<file path="config.mk">
export PLATFORM = sky130hd
export DESIGN_NAME = receiver
export DESIGN_NICKNAME = d
export VERILOG_FILES = /design/src/rtl/rx_pkg.sv /design/src/rtl/rx_sample_counter.sv /design/src/rtl/receiver.sv
export SDC_FILE = /design/constraint.sdc
export NUM_CORES = 1
export LEC_CHECK = 0
export CAP_MARGIN = 20
export CORE_MARGIN = 5
export CORE_UTILIZATION = 50
export DETAILED_ROUTE_END_ITERATION = 10
export PLACE_DENSITY = 0.72
export RECOVER_POWER = 25
export SLEW_MARGIN = 20
export SYNTH_ARGS = -nofsm -noshare
export SYNTH_HDL_FRONTEND = slang
export SYNTH_HIERARCHICAL = 1
export SYNTH_SLANG_ARGS = --single-unit
</file>
<file path="constraint.sdc">
create_clock -name clk -period 2.2 [get_ports clk]
set_input_delay 0.44 -clock clk [delete_from_list [all_inputs] [get_ports clk]]
set_output_delay 0.44 -clock clk [all_outputs]
set_load 0.02 [all_outputs]
</file>
<file path="src/rtl/rx_pkg.sv">
// Shared types and constants for the serial receiver.
// RX_PARITY_EN adds the PARITY state for 11-bit even-parity frames.
package rx_pkg;

  localparam int unsigned DATA_BITS = 8;

  localparam logic START_BIT  = 1'b0;
  localparam logic STOP_BIT   = 1'b1;
  localparam logic IDLE_LEVEL = 1'b1;

`ifdef RX_PARITY_EN
  typedef enum logic [2:0] {IDLE, START, DATA, PARITY, STOP} rx_state_e;
`else
  typedef enum logic [2:0] {IDLE, START, DATA, STOP} rx_state_e;
`endif

endpackage

</file>
<file path="src/rtl/rx_sample_counter.sv">
// Mod-OVERSAMPLE sample counter with synchronous clear.
// The mid tick flags the centre of the start bit; the bit tick flags each wrap.
module rx_sample_counter #(
  parameter int unsigned OVERSAMPLE = 16
) (
  input  logic clk,
  input  logic rst,
  input  logic clear,
  output logic mid_tick_c,
  output logic bit_tick_c
);

  localparam int unsigned CW = $clog2(OVERSAMPLE);

  logic [CW-1:0] cnt;

  // Explicit wrap so non-power-of-two oversample ratios work.
  always_ff @(posedge clk or negedge rst) begin
    if (!rst) begin
      cnt <= '0;
    end else if (clear || bit_tick_c) begin
      cnt <= '0;
    end else begin
      cnt <= cnt + CW'(1);
    end
  end

  assign mid_tick_c = (cnt == CW'(OVERSAMPLE / 2 - 1));
  assign bit_tick_c = (cnt == CW'(OVERSAMPLE - 1));

endmodule

</file>
<file path="src/rtl/receiver.sv">
// Oversampling asynchronous serial receiver: start, 8 data bits LSB first, stop.
// Define RX_PARITY_EN for an even-parity bit after data bit 7.
module receiver
  import rx_pkg::*;
#(
  parameter int unsigned OVERSAMPLE = 16
) (
  input  logic                 clk,
  input  logic                 rst,
  input  logic                 data_in,
  input  logic                 enable,
  output logic [DATA_BITS-1:0] data_out,
  output logic                 character_received,
  output logic                 framing_error,
  output logic                 parity_error
);

  rx_state_e            state;
  logic                 sync1;
  logic                 rxs;
  logic                 rxs_d;
  logic [DATA_BITS-1:0] shift;
  logic [2:0]           bit_idx;
  logic                 fall_c;
  logic                 clear_c;
  logic                 mid_tick_c;
  logic                 bit_tick_c;
`ifdef RX_PARITY_EN
  logic                 par_err;
`endif

  // Two-flop synchronizer plus one stage of history for start-edge detection.
  always_ff @(posedge clk or negedge rst) begin
    if (!rst) begin
      sync1 <= IDLE_LEVEL;
      rxs   <= IDLE_LEVEL;
      rxs_d <= IDLE_LEVEL;
    end else begin
      sync1 <= data_in;
      rxs   <= sync1;
      rxs_d <= rxs;
    end
  end

  assign fall_c = (rxs_d == IDLE_LEVEL) && (rxs != IDLE_LEVEL);

  // Counter is parked in IDLE and re-phased at the start-bit centre so
  // every later bit tick lands mid-bit.
  assign clear_c = ((state == IDLE) && !(enable && fall_c)) ||
                   ((state == START) && mid_tick_c);

  rx_sample_counter #(
    .OVERSAMPLE (OVERSAMPLE)
  ) u_cnt (
    .clk        (clk),
    .rst        (rst),
    .clear      (clear_c),
    .mid_tick_c (mid_tick_c),
    .bit_tick_c (bit_tick_c)
  );

  always_ff @(posedge clk or negedge rst) begin
    if (!rst) begin
      state              <= IDLE;
      shift              <= '0;
      bit_idx            <= '0;
      data_out           <= '0;
      character_received <= 1'b0;
      framing_error      <= 1'b0;
`ifdef RX_PARITY_EN
      parity_error       <= 1'b0;
      par_err            <= 1'b0;
`endif
    end else begin
      character_received <= 1'b0;
      framing_error      <= 1'b0;
`ifdef RX_PARITY_EN
      parity_error       <= 1'b0;
`endif
      if (!enable) begin
        state <= IDLE;
      end else begin
        case (state)
          IDLE: begin
            if (fall_c) state <= START;
          end
          START: begin
            if (mid_tick_c) begin
              bit_idx <= '0;
              state   <= (rxs == START_BIT) ? DATA : IDLE;
            end
          end
          DATA: begin
            if (bit_tick_c) begin
              shift   <= {rxs, shift[DATA_BITS-1:1]};
              bit_idx <= bit_idx + 3'd1;
              if (bit_idx == 3'(DATA_BITS - 1)) begin
`ifdef RX_PARITY_EN
                state <= PARITY;
`else
                state <= STOP;
`endif
              end
            end
          end
`ifdef RX_PARITY_EN
          PARITY: begin
            if (bit_tick_c) begin
              par_err <= (rxs != ^shift);
              state   <= STOP;
            end
          end
`endif
          STOP: begin
            if (bit_tick_c) begin
              // Framing beats parity; a frame yields at most one strobe.
              if (rxs != STOP_BIT) begin
                framing_error <= 1'b1;
`ifdef RX_PARITY_EN
              end else if (par_err) begin
                parity_error <= 1'b1;
`endif
              end else begin
                data_out           <= shift;
                character_received <= 1'b1;
              end
              state <= IDLE;
            end
          end
          default: state <= IDLE;
        endcase
      end
    end
  end

`ifndef RX_PARITY_EN
  assign parity_error = 1'b0;
`endif

endmodule

</file>
==> run summary, run 1 <==
Largest net degree at the start of global routing = 31
GR Overflow Total = 0
CTS Hold Bufs = 0
Routability cong. = 0.679
Number of vias per cell = 5.28
Setup_tns = 0 ns
Run status = finished, final reports clean
Nets = 109
Post-Place Setup Slack = 0.237 ns
Leak = 0.715 nW
Reg-to-Reg Start = u_cnt/cnt[0]
Hpwl dp = 1.40 mm
Vias in the first global route = 744
Final antenna-violating net count = 0
Tightest Pin Transition = 0.714 ns
Final WS setup = 0.377 ns
Initial core utilization = 0.524
Type of the worst min-delay path = flip-flop to flip-flop
Buffers and inverters on the worst path = 0
Layout fillers = 195
Total power = 0.933 mW
Io pins = 15
Clock transition at path regs = 0.08 ns
Crit Path Class = flip-flop to flip-flop
ANT cells = 0
Register bit count reported by yosys = 30
Setup bufs post-CTS = 0
Fin cells = 133
Post-Syn Area per Cell = 15.6 um^2
Max Cap Violations = 0
Pre-Repair DR Iteration Count = 4
Rel. slew slack = 0.524
Root Driver = clkbuf_4
Synth Instances = 84
Initial antenna violation count = 0
Pwr dens = 619 nW/um^2
Unrepaired setup endpoints after global routing = no
CTS resizes = 0
Clock Sink Count = 30
Final Cycle Share = 0.829
Drt drc = 0
Sequential-to-total area share from yosys stat = 0.576
Number of I/O port buffers = 13
Global-route wire length before repair = 3.39 mm
Mapped Area = 1310 um^2
Startpoint Class = flip-flop
WL final = 1.99 mm
Max H-tree Level = 2
Critical Path Source = u_cnt/cnt[0]
Min-Delay Startpoint = sync1
Worst-path maximum fanout = 12
WL/cell = 14.9 um
Placed insts = 125
Full die area = 3740 um^2
Vias post-DR = 702
Clock period minus worst slack = 1.82 ns
Worst Path Required = 2.41 ns
Ys Warns = 6
Die height = 61.2 um
Fin. max-slew vios = 0
Max Clock Skew = 0.00939 ns
CP delay by family, top = simple AND/OR/NAND/NOR gates
Worst hold slack = 0.366 ns
Final Hold Violating Endpoints = 0
Row cnt = 18
Share of cells above drive strength 1 = 0.320
DR iter-0 viols = 11
CP endpoint kind = flip-flop
TritonCTS buffer count = 5
Core area = 2500 um^2
Clk_lat worst skew = 0.32 ns
Layout area overhead = 15.1%
Synth unique cells = 29
CP max stage delay = 0.41 ns
CP Cell Sequence = ha_1 -> and3_2 -> and4b_4 -> a41oi_2 -> mux2_2
Worst path slowest cell = dfrtp_1
Mapped Nets = 91
Die X = 61.2 um
Setup violators final = 0
CTS max path bufs = 2
R2R setup slack = 0.38 ns
Tot GR Track Use = 0.131
Arr. time, crit path = 2.03 ns
Max Clock Freq = 0.548 GHz
TritonCTS clock tree = done
Peak supply drop = 0.408 mV
-- cells in the mapped netlist --
| master | n | share of area |
|---|---|---|
| and3_2 | 1 | 0.0057 |
| mux2_4 | 15 | 0.17 |
| buf_8 | 1 | 0.011 |
| conb_1 | 1 | 0.0029 |
| a21oi_1 | 2 | 0.0076 |
| buf_6 | 1 | 0.0086 |
| a21o_1 | 1 | 0.0057 |
| inv_1 | 1 | 0.0029 |
| mux2_2 | 3 | 0.026 |
| nor3b_1 | 3 | 0.017 |
| dfstp_2 | 3 | 0.060 |
| nor2_8 | 1 | 0.015 |
| nor3_1 | 1 | 0.0038 |
| and4bb_2 | 1 | 0.0096 |
| xnor2_1 | 1 | 0.0067 |
| nor2_1 | 2 | 0.0057 |
| a311oi_1 | 1 | 0.0067 |
| dfrtp_1 | 27 | 0.52 |
| nand3_2 | 1 | 0.0076 |
| a22o_1 | 2 | 0.013 |
| nor2b_1 | 2 | 0.0096 |
| and4b_4 | 1 | 0.011 |
| nand2_1 | 4 | 0.011 |
| ha_1 | 3 | 0.029 |
| buf_4 | 1 | 0.0057 |
| o31ai_1 | 1 | 0.0057 |
| a31oi_1 | 1 | 0.0048 |
| a41oi_2 | 1 | 0.012 |
| a211oi_1 | 1 | 0.0057 |
-- report_power, final --
part / switching [mW] / internal [mW]
Sequential: 0.00858 / 0.560
Clock: 0.171 / 0.157
Combinational: 0.0214 / 0.0142
Total: 0.201 / 0.732
-- stage by stage --
stage          area (um^2)  utilization
5_1_grt               1510        0.603
4_1_cts               1510        0.604
3_5_place_dp          1450        0.580
2_1_floorplan         1310            -
6_report              1510        0.603
3_3_place_gp          1450        0.580
-- layout by cell type, fill, tap and decap left out --
cell type        instances
conb_1                   1
dfstp_2                  2
nor2_1                   2
clkdlybuf4s50_1         11
a22o_1                   2
a311oi_1                 1
ha_1                     3
clkbuf_2                 1
dfrtp_1                 27
inv_1                    1
a211oi_1                 1
a21oi_1                  2
nor2b_1                  2
dfstp_1                  1
clkbuf_4                 5
clkbuf_1                 2
clkbuf_8                 1
and3_2                   1
o31ai_1                  1
a21o_1                   1
a31oi_1                  1
xnor2_1                  1
mux2_4                  15
dlygate4sd3_1            2
nor3b_1                  3
mux2_2                   3
nor2_8                   1
and4bb_2                 1
nand3_2                  1
and4b_4                  1
a41oi_2                  1
nand2_1                  4
nor3_1                   1
-- flip-flops by register name (all words and copies together) (netlist names) --
signal / cells
shift: 8
character_received: 1
data_out: 8
u_cnt/cnt: 4
sync1: 1
bit_idx: 3
framing_error: 1
state: 2
rxs: 1
rxs_d: 1
-- area by class of cell --
type	count	area [um^2]	area share
Sequential cell	30	754	0.501
Multi-Input combinational cell	50	517	0.343
Timing Repair Buffer	14	135	0.0897
Clock buffer	8	58.8	0.0390
Tap cell	30	37.5	0.0249
Inverter	1	3.75	0.00249
-- layer usage --
layer | GRT usage | up-vias | part of all wire
met4 | 0.0836 | 0 | 0.023
met5 | 0 | - | 0
li1 | - | 336 | -
met1 | 0.168 | 345 | 0.45
met2 | 0.184 | 15 | 0.47
met3 | 0.0524 | 6 | 0.056
-- cells by family after synthesis --
kind of cell	Yosys count	synth area share
XOR/XNOR	1	0.00669
other	1	0.00287
multiplexers	18	0.198
AND/OR/NAND/NOR	17	0.0965
buffers and inverters	4	0.0287
AO/OA/AOI/OAI	10	0.0622
adder cells (fa/ha/maj)	3	0.0287
flip-flops	30	0.576
-- final timing paths --
check,end,cells after the start
max reg2reg,bit_idx[0],5
max in group asynchronous,shift[7],2
min reg2reg,rxs,0
max,bit_idx[0],5
min in group asynchronous,u_cnt/cnt[3],2
min,rxs,0
Note: power is estimated with default switching activity, not from simulation.
==> run 2, diff against run 1 <==
- CORE_UTILIZATION: 50 -> 48
- PLACE_DENSITY: 0.72 -> 0.73
- clock period: 2.2 -> 1.64 ns (I/O delays scaled with it)
==> run 2 against run 1 <==
Clock power up 72%. Via count rose by 8.1%. Clock-buffer cell count shrank 3. Cell count grew 6.8%. First-iteration DRC count rose by 36%. Worst hold slack got worse by 0.0052 ns. Critical path type unchanged. Largest cell class unchanged.
==> run summary, run 2 (same netlist as run 1, synthesis figures left out) <==
Run status = finished, final reports clean
Final antenna-violating net count = 0
Most frequent cells in the layout = 27 x dfrtp_1, 16 x mux2_4, 6 x buf_4
Number of vias per cell = 5.35
Multi-input gate area = 582 um^2
Drt drc = 0
Max Cap Violations = 0
Switch share = 0.213
Share of cells above drive strength 1 = 0.432
Sequential power share = 0.548
Crit Path Class = flip-flop to flip-flop
Peak supply drop = 0.722 mV
Type of the worst min-delay path = flip-flop to flip-flop
Rel. slew slack = 0.517
Setup_tns = 0 ns
Reg2reg path depth = 4
Tot GR Track Use = 0.123
Full die area = 3870 um^2
Vias post-DR = 759
Leak = 0.845 nW
Fin cells = 142
Layout area overhead = 25.1%
Root Driver = clkbuf_4
Final Cycle Share = 0.993
Startpoint Class = flip-flop
Core area = 2690 um^2
Unrepaired setup endpoints after global routing = yes
Worst-path maximum fanout = 6
Worst Path Required = 1.86 ns
CTS max path bufs = 2
Critical Path Source = u_cnt/cnt[1]
Placed Area = 1500 um^2
Clock transition at path regs = 0.09 ns
Final core utilization = 0.610
Io pins = 15
Max Clock Freq = 0.614 GHz
WL/cell = 16.1 um
GR Overflow Total = 0
Depth of the worst hold-timing path = 0
Initial core utilization = 0.487
Setup violators final = 0
Largest net degree at the start of global routing = 31
TritonCTS clock tree = done
Layout fillers = 228
Clock power frac = 0.405
Placed insts = 132
Nets = 117
Row cnt = 19
Max Clock Skew = 0.00958 ns
R2R setup slack = 0.01 ns
Reg-to-Reg Start = u_cnt/cnt[1]
Largest registers in the final layout = data_out: 8 flops, shift: 8 flops, u_cnt/cnt: 4 flops
Die height = 62.2 um
Routability cong. = 0.824
Global-route wire length before repair = 3.77 mm
Pre-Repair DR Iteration Count = 3
Clock period minus worst slack = 1.63 ns
Arr. time, crit path = 1.84 ns
Tightest Pin Transition = 0.724 ns
Clk_lat worst skew = 0.33 ns
ANT cells = 0
Initial antenna violation count = 0
Vias in the first global route = 809
Pwr dens = 851 nW/um^2
Clock Sink Count = 30
Fin. max-slew vios = 0
Number of I/O port buffers = 13
Reg-to-reg endpoint = shift[2]
Max H-tree Level = 2
Combinational power share = 0.047
Die X = 62.2 um
WL final = 2.29 mm
CTS Hold Bufs = 0
Hpwl dp = 1.49 mm
Int Pwr = 1.10 mW
Sw Pwr = 0.296 mW
Setup crit end = shift[2]
TritonCTS buffer count = 5
Most common cell after layout, fill and taps aside = dfrtp_1
CP endpoint kind = flip-flop
Final Hold Violating Endpoints = 0
Final instance area = 1640 um^2
DR iter-0 viols = 15
Storage element area = 754 um^2
[run 2: cell types whose count changed in the layout (fill, tap and decap cells not counted), sizes merged, moves of 2 or more]
cell           delta
dlymetal6s2s      +3
buf               +6
clkdlybuf4s50     -8
clkinv            +2
clkbuf            -3
dlygate4sd2       +5
[run 2: layer usage]
metal  global-route usage  vias to the layer above  routed length [um]
met4               0.0650                        0                  42
met1                0.139                      382                1030
met5                    0                        -                   0
met2                0.206                       14                1130
li1                     -                      357                   -
met3               0.0378                        6                  88
[run 2: power groups by stage]
stage / Clock [mW] / Sequential [mW] / Combinational [mW]
floorplan: 0 / 0.773 / 0.0308
global placement: 0 / 0.776 / 0.0610
detailed placement: 0 / 0.777 / 0.0635
CTS: 0.580 / 0.763 / 0.0642
global route: 0.613 / 0.766 / 0.0726
finish: 0.564 / 0.764 / 0.0653
[run 2: final cells by class]
cell class	instances	area share
Sequential cell	30	0.461
Multi-Input combinational cell	52	0.355
Tap cell	31	0.0237
Clock inverter	3	0.0244
Timing Repair Buffer	20	0.111
Clock buffer	5	0.0229
Inverter	1	0.00229
[run 2: worst min path at each step]
| stage | start | end | slack [ns] |
|---|---|---|---|
| finish | sync1 | rxs | 0.36 |
| floorplan | rst | bit_idx[0] | 0.03 |
| CTS | sync1 | rxs | 0.36 |
| global placement | sync1 | rxs | 0.35 |
| global route | sync1 | rxs | 0.37 |
| detailed placement | sync1 | rxs | 0.35 |
[run 2: through the flow]
| stage | total power, mW | hold slack, ns | setup slack [ns] |
|---|---|---|---|
| 2_1_floorplan | 0.804 | 0.0324 | 0.00551 |
| 3_3_place_gp | 0.837 | 0.347 | -0.129 |
| 3_5_place_dp | 0.841 | 0.350 | -0.163 |
| 4_1_cts | 1.41 | 0.363 | 0.00245 |
| 5_1_grt | 1.45 | 0.366 | -0.0405 |
| 6_report | 1.39 | 0.361 | 0.0123 |
[run 2: worst max-delay path, stage by stage, from the launching register on]
cell and delay [ns]:
dfrtp_1 0.39, ha_2 0.19, and3_4 0.24, and4b_4 0.34, mux2_2 0.35
[run 2: repair_timing]
action                                  CTS  global route
gates resized for setup                   5            10
cloned                                    1             1
pin swaps                                 1             3
buffers inserted                          0             0
endpoints found under the setup margin   11            16
